==> config.mk <==
export PLATFORM = sky130hd
export DESIGN_NAME = instr_sequencer
export DESIGN_NICKNAME = d
export VERILOG_FILES = /design/src/rtl/instr_sequencer_pkg.sv /design/src/rtl/instr_sequencer_imm_extend.sv /design/src/rtl/instr_sequencer.sv
export SDC_FILE = /design/constraint.sdc
export NUM_CORES = 1
export LEC_CHECK = 0
export BUFFER_PORTS_ARGS = -buffer_cell sky130_fd_sc_hd__buf_4
export CORE_ASPECT_RATIO = 0.9
export CORE_MARGIN = 2
export CORE_UTILIZATION = 45
export DETAILED_ROUTE_END_ITERATION = 10
export MAX_ROUTING_LAYER = met4
export PLACE_DENSITY = 0.81
export SETUP_SLACK_MARGIN = 0.3
export SLEW_MARGIN = 10
export SYNTH_ARGS = -nofsm -noshare
export SYNTH_HDL_FRONTEND = slang
export SYNTH_SLANG_ARGS = --single-unit
==> constraint.sdc <==
create_clock -name clk -period 3.2 [get_ports clk]
set_input_delay 0.48 -clock clk [delete_from_list [all_inputs] [get_ports clk]]
set_output_delay 0.48 -clock clk [all_outputs]
set_load 0.03 [all_outputs]
==> src/rtl/instr_sequencer_pkg.sv <==
// Shared definitions for the instruction sequencer: opcodes, FSM states and
// the bit positions of the instruction fields.
package instr_sequencer_pkg;

    localparam logic [5:0] OP_NOP        = 6'b000000;
    localparam logic [5:0] OP_LDI        = 6'b010000;
    localparam logic [5:0] OP_LUI        = 6'b010001;
    localparam logic [5:0] OP_LB         = 6'b100000;
    localparam logic [4:0] OP_BRANCH_PFX = 5'b01111;   // BEQ 011110, BLT 011111

    localparam int OPC_LSB  = 26;
    localparam int REG1_LSB = 21;
    localparam int REG2_LSB = 16;
    localparam int REG3_LSB = 11;
    localparam int IMM_LSB  = 0;

    typedef enum logic [2:0] {
        S_IDLE,
        S_DECODE,
        S_READ,
        S_EXEC,
        S_WRITE
    } state_t;

    function automatic logic is_branch(input logic [5:0] op);
        return op[5:1] == OP_BRANCH_PFX;
    endfunction

endpackage

==> src/rtl/instr_sequencer_imm_extend.sv <==
// Immediate extension: LDI/LUI zero-extend imm16, everything else sign-extends.
// Purely combinational, no handshake.
module imm_extend
    import instr_sequencer_pkg::*;
(
    input  logic [5:0]  opcode,
    input  logic [15:0] imm16,
    output logic [31:0] imm
);

    always_comb begin
        imm = {{16{imm16[15]}}, imm16};
        case (opcode)
            OP_LDI, OP_LUI: imm = {16'h0000, imm16};
            OP_LB:          imm = {{16{imm16[15]}}, imm16};   // byte-load offsets are signed
            default:        imm = {{16{imm16[15]}}, imm16};
        endcase
    end

endmodule

==> src/rtl/instr_sequencer.sv <==
// Decode/read/execute/write sequencer: one instruction in flight, 5 cycles with a
// first-cycle alu_done; instr_ready is low while busy, so fetch simply holds off.
module instr_sequencer
    import instr_sequencer_pkg::*;
#(
    parameter int ALU_TIMEOUT = 16
) (
    input  logic        clk,
    input  logic        reset,
    input  logic [31:0] instr,
    input  logic        instr_valid,
    output logic        instr_ready,
    output logic [5:0]  opcode,
    output logic [4:0]  reg1,
    output logic [4:0]  reg2,
    output logic [4:0]  reg3,
    output logic [31:0] imm,
    output logic        reg_read,
    output logic        reg_write,
    output logic        alu_start,
    input  logic        alu_done,
    input  logic [31:0] alu_result,
    output logic [31:0] write_data,
    output logic        busy,
    output logic        timeout_err
);

    localparam int CW = $clog2(ALU_TIMEOUT + 1);

    state_t        state;
    state_t        state_nxt;
    logic [31:0]   instr_q;
    logic [CW-1:0] exec_cnt;
    logic          exec_last;

    assign opcode    = instr_q[OPC_LSB  +: 6];
    assign reg1      = instr_q[REG1_LSB +: 5];
    assign reg2      = instr_q[REG2_LSB +: 5];
    assign reg3      = instr_q[REG3_LSB +: 5];
    assign busy      = (state != S_IDLE);
    assign exec_last = (exec_cnt == CW'(ALU_TIMEOUT - 1));

    imm_extend u_imm_extend (
        .opcode (opcode),
        .imm16  (instr_q[IMM_LSB +: 16]),
        .imm    (imm)
    );

    always_ff @(posedge clk) begin
        if (reset) state <= S_IDLE;
        else       state <= state_nxt;
    end

    always_comb begin
        state_nxt   = state;
        instr_ready = 1'b0;
        reg_read    = 1'b0;
        reg_write   = 1'b0;
        alu_start   = 1'b0;
        case (state)
            S_IDLE: begin
                instr_ready = 1'b1;
                if (instr_valid) state_nxt = S_DECODE;
            end
            S_DECODE: state_nxt = (opcode == OP_NOP) ? S_IDLE : S_READ;
            S_READ: begin
                reg_read  = 1'b1;
                state_nxt = S_EXEC;
            end
            S_EXEC: begin
                alu_start = (exec_cnt == '0);
                if (alu_done)       state_nxt = is_branch(opcode) ? S_IDLE : S_WRITE;
                else if (exec_last) state_nxt = S_IDLE;
            end
            S_WRITE: begin
                reg_write = 1'b1;
                state_nxt = S_IDLE;
            end
            default: state_nxt = S_IDLE;
        endcase
        // Strobes stay quiet for the whole time reset is held, whatever state we were in.
        if (reset) begin
            instr_ready = 1'b0;
            reg_read    = 1'b0;
            reg_write   = 1'b0;
            alu_start   = 1'b0;
        end
    end

    always_ff @(posedge clk) begin
        if (reset) begin
            instr_q     <= '0;
            write_data  <= '0;
            exec_cnt    <= '0;
            timeout_err <= 1'b0;
        end else begin
            if (state == S_IDLE && instr_valid) instr_q <= instr;
            if (state == S_EXEC) begin
                exec_cnt <= exec_cnt + CW'(1);
                if (alu_done)       write_data  <= alu_result;
                else if (exec_last) timeout_err <= 1'b1;
            end else begin
                exec_cnt <= '0;
            end
        end
    end

endmodule
==> results.md <==
* Status: finished clean
* CP Cell Sequence: nor2b_1 -> a21boi_1 -> buf_4
* Distinct cells, synth at 31
* Final WS setup at 0.812 ns
* Arr. time, crit path at 1.91 ns
* Vias in the first global route at 2604
* Clock Tree Buf Depth at 2
* Row count at 27
* H-tree depth at 3
* F_max at 0.419 GHz
* DRT Pass-1 Iters at 4
* Maxcap violations at 0
* Net Count, Synth at 424
* Buffers & Inverters on Critical Path at 1
* Antenna Cells at 0
* Setup Crit Path Kind: register to primary output
* Critical Path Max Stage Delay at 0.76 ns
* DIE HEIGHT at 79.8 um
* P_leak at 1.81 nW
* WHS Path Cells at 2
* Crit path time final at 2.39 ns
* Final TNS setup at 0 ns
* Starting density of the core at 46.7%
* Final setup viols at 0
* Die X at 88.2 um
* Period utilization at 74.6%
* CP Data Required Time at 2.72 ns
* Clk slew on worst S/H paths at 0.07 ns
* Sequential area share after synthesis at 50.9%
* EDFF count, synth at 0
* Routability cong. at 0.730
* Avg Vias per Cell at 4.82
* Slowest cell on crit path: a21boi_1
* Routed WL per cell at 13.5 um
* Asr flop ratio synth at 0%
* Worst Clk Skew at 0.00455 ns
* Register bit total from synthesis at 73
* CP Depth at 3
* Final #Nets at 552
* Synthesis Warnings at 0
* Pre-CTS WS at 1.13 ns
* Layout cells sized above 1 at 36.6%
* CP delay by family, top: compound AO/OA/AOI/OAI gates
* Multi-input gate area at 0.00108 mm2
* Reg2Reg Setup Slack at 1.60 ns
* Remaining DRCs at 0
* Worst slew pin tran at 1.01 ns
* Total CTS buffers at 9
* Final wirelength at 7740 um
* Ports at 159
* Critical Path Fanout Max at 16
* Setup bufs post-CTS at 0
* Peak VDD IR at 338 uV
* Hold Crit Class: primary input to register
* Detailed Route Iter0 Violations at 102
* Reg2reg path depth at 4
* Clk root buf: clkbuf_8
* Total track usage at 22.6%
* First-pass GRT wire length at 12000 um
* TritonCTS clock tree: yes
* Clock sinks at 73
* RSZ-0062 raised after global routing: false
* Pins Over Slew Limit at 0
* # resized after CTS at 0
* Syn Area/Cell at 8.13 um2
* IO buf count at 158
* Initial antenna violation count at 0
* Syn Inst Count at 353
* Worst-Skew Late Latency at 0.33 ns
* Mapped Area at 0.00287 mm2
* Core Area at 0.00615 mm2
* Detailed placer's ending HPWL at 5530 um
* Fin. Hold Viols at 0
* Die area at 0.00703 mm2
* Hold_buf cts at 0
* Area growth syn-to-layout at 42.2%
* Pwr per Cell Area at 508 mW/mm2
* Critical path endpoint category: primary output
* Fillcell total at 556
* Worst slew margin at 32.7%
* Gr ovfl total at 0
* Register area at 0.00146 mm2
* Final ANT Viol Nets at 0
* Worst Setup Start Kind: register
* Largest net degree at the start of global routing at 64
* DR vias at 2763
* Synth Flop Type: dfxtp_1
[routing by layer]
metal / track usage, % / wire, um
met2: 38.8 / 3940
met4: 6.82 / 76
met1: 25.2 / 3110
met3: 6.93 / 620
met5: - / 0
[logic make-up (layout without fill, tap and decap cells)]
group | after synthesis | count (layout) | synth area share [%]
DFF | 73 | 73 | 50.9
AOI/OAI and AO/OA | 69 | 69 | 12.5
adders and majority gates | 3 | 3 | 1.31
buffers and inverters | 51 | 184 | 11.4
and+or+nand+nor | 155 | 155 | 23.3
xor gates and xnor gates | 2 | 2 | 0.610
[metrics by stage]
| step | cell area, um2 | total power [mW] | instances | util [%] | hold WS (ns) |
|---|---|---|---|---|---|
| after floorplan | 2870 | 1.26 | 353 | - | 0.430 |
| after global placement | 3890 | 1.39 | 557 | 63.3 | 0.442 |
| after detailed placement | 3890 | 1.40 | 557 | 63.3 | 0.447 |
| after CTS | 4080 | 2.10 | 573 | 66.4 | 0.363 |
| after global routing | 4080 | 2.17 | 573 | 66.4 | 0.363 |
| final | 4080 | 2.07 | 573 | 66.4 | 0.379 |
[area by class of cell]
| type | count | share of cell area, % |
|---|---|---|
| clock inverters | 3 | 0.981 |
| clock buffers | 13 | 3.65 |
| repair buffers | 162 | 29.8 |
| multi-input cells | 229 | 26.5 |
| well taps | 87 | 2.67 |
| flip-flops and latches | 73 | 35.8 |
| inverters | 6 | 0.552 |
[synth_stat cells (all sizes together), types with 2 or more instances]
cell,number,area [um2]
buf,34,263
inv,6,22.5
nor3,2,10.0
a21oi,64,320
dfxtp,73,1460
nand3,2,10.0
ha,3,37.5
clkbuf,11,41.3
nor4,2,12.5
nor2,6,22.5
nor4b,4,50.1
o32ai,2,17.5
nand2,130,490
a21boi,2,15.0
[flip-flops by register name (all words and copies together), names as in the netlist]
signal	cells
exec_cnt	5
instr_q	32
state	3
timeout_err	1
write_data	32
[placed cells by master, fill, tap and decap left out, types with 2 or more instances in the layout]
cell type	synthesis	final
dfxtp_1	73	73
a21oi_1	64	64
nand2_1	129	129
inv_1	6	6
buf_4	20	162
clkbuf_1	11	3
clkbuf_8	0	10
nand3_1	2	2
clkinv_2	0	2
nor4_1	2	2
nor4b_1	3	3
nor3_1	2	2
ha_1	3	3
nor2_1	6	6
o32ai_1	2	2
[worst paths after layout]
path,to,from
max reg2reg,instr_q[6]$_SDFFE_PP0P_,state[1]$_SDFFE_PP0P_
max,imm[28],instr_q[30]$_SDFFE_PP0P_
min reg2reg,write_data[1]$_SDFFE_PP0P_,write_data[1]$_SDFFE_PP0P_
min,timeout_err$_SDFFE_PP0P_,alu_done
[report_power, final]
| part | leakage (nW) | total [mW] | switching, mW | internal (mW) |
|---|---|---|---|---|
| clock network | 0.0974 | 0.693 | 0.313 | 0.380 |
| logic | 1.12 | 0.403 | 0.239 | 0.163 |
| registers | 0.593 | 0.978 | 0.0311 | 0.946 |
| total | 1.81 | 2.07 | 0.583 | 1.49 |
[worst register-to-register path, stage by stage (launching register included)]
cell and delay [ns]:
dfxtp_1 0.42, nor4b_4 0.49, buf_4 0.36, nand2_1 0.11, a21oi_1 0.15
(Power assumes the default switching activity.)
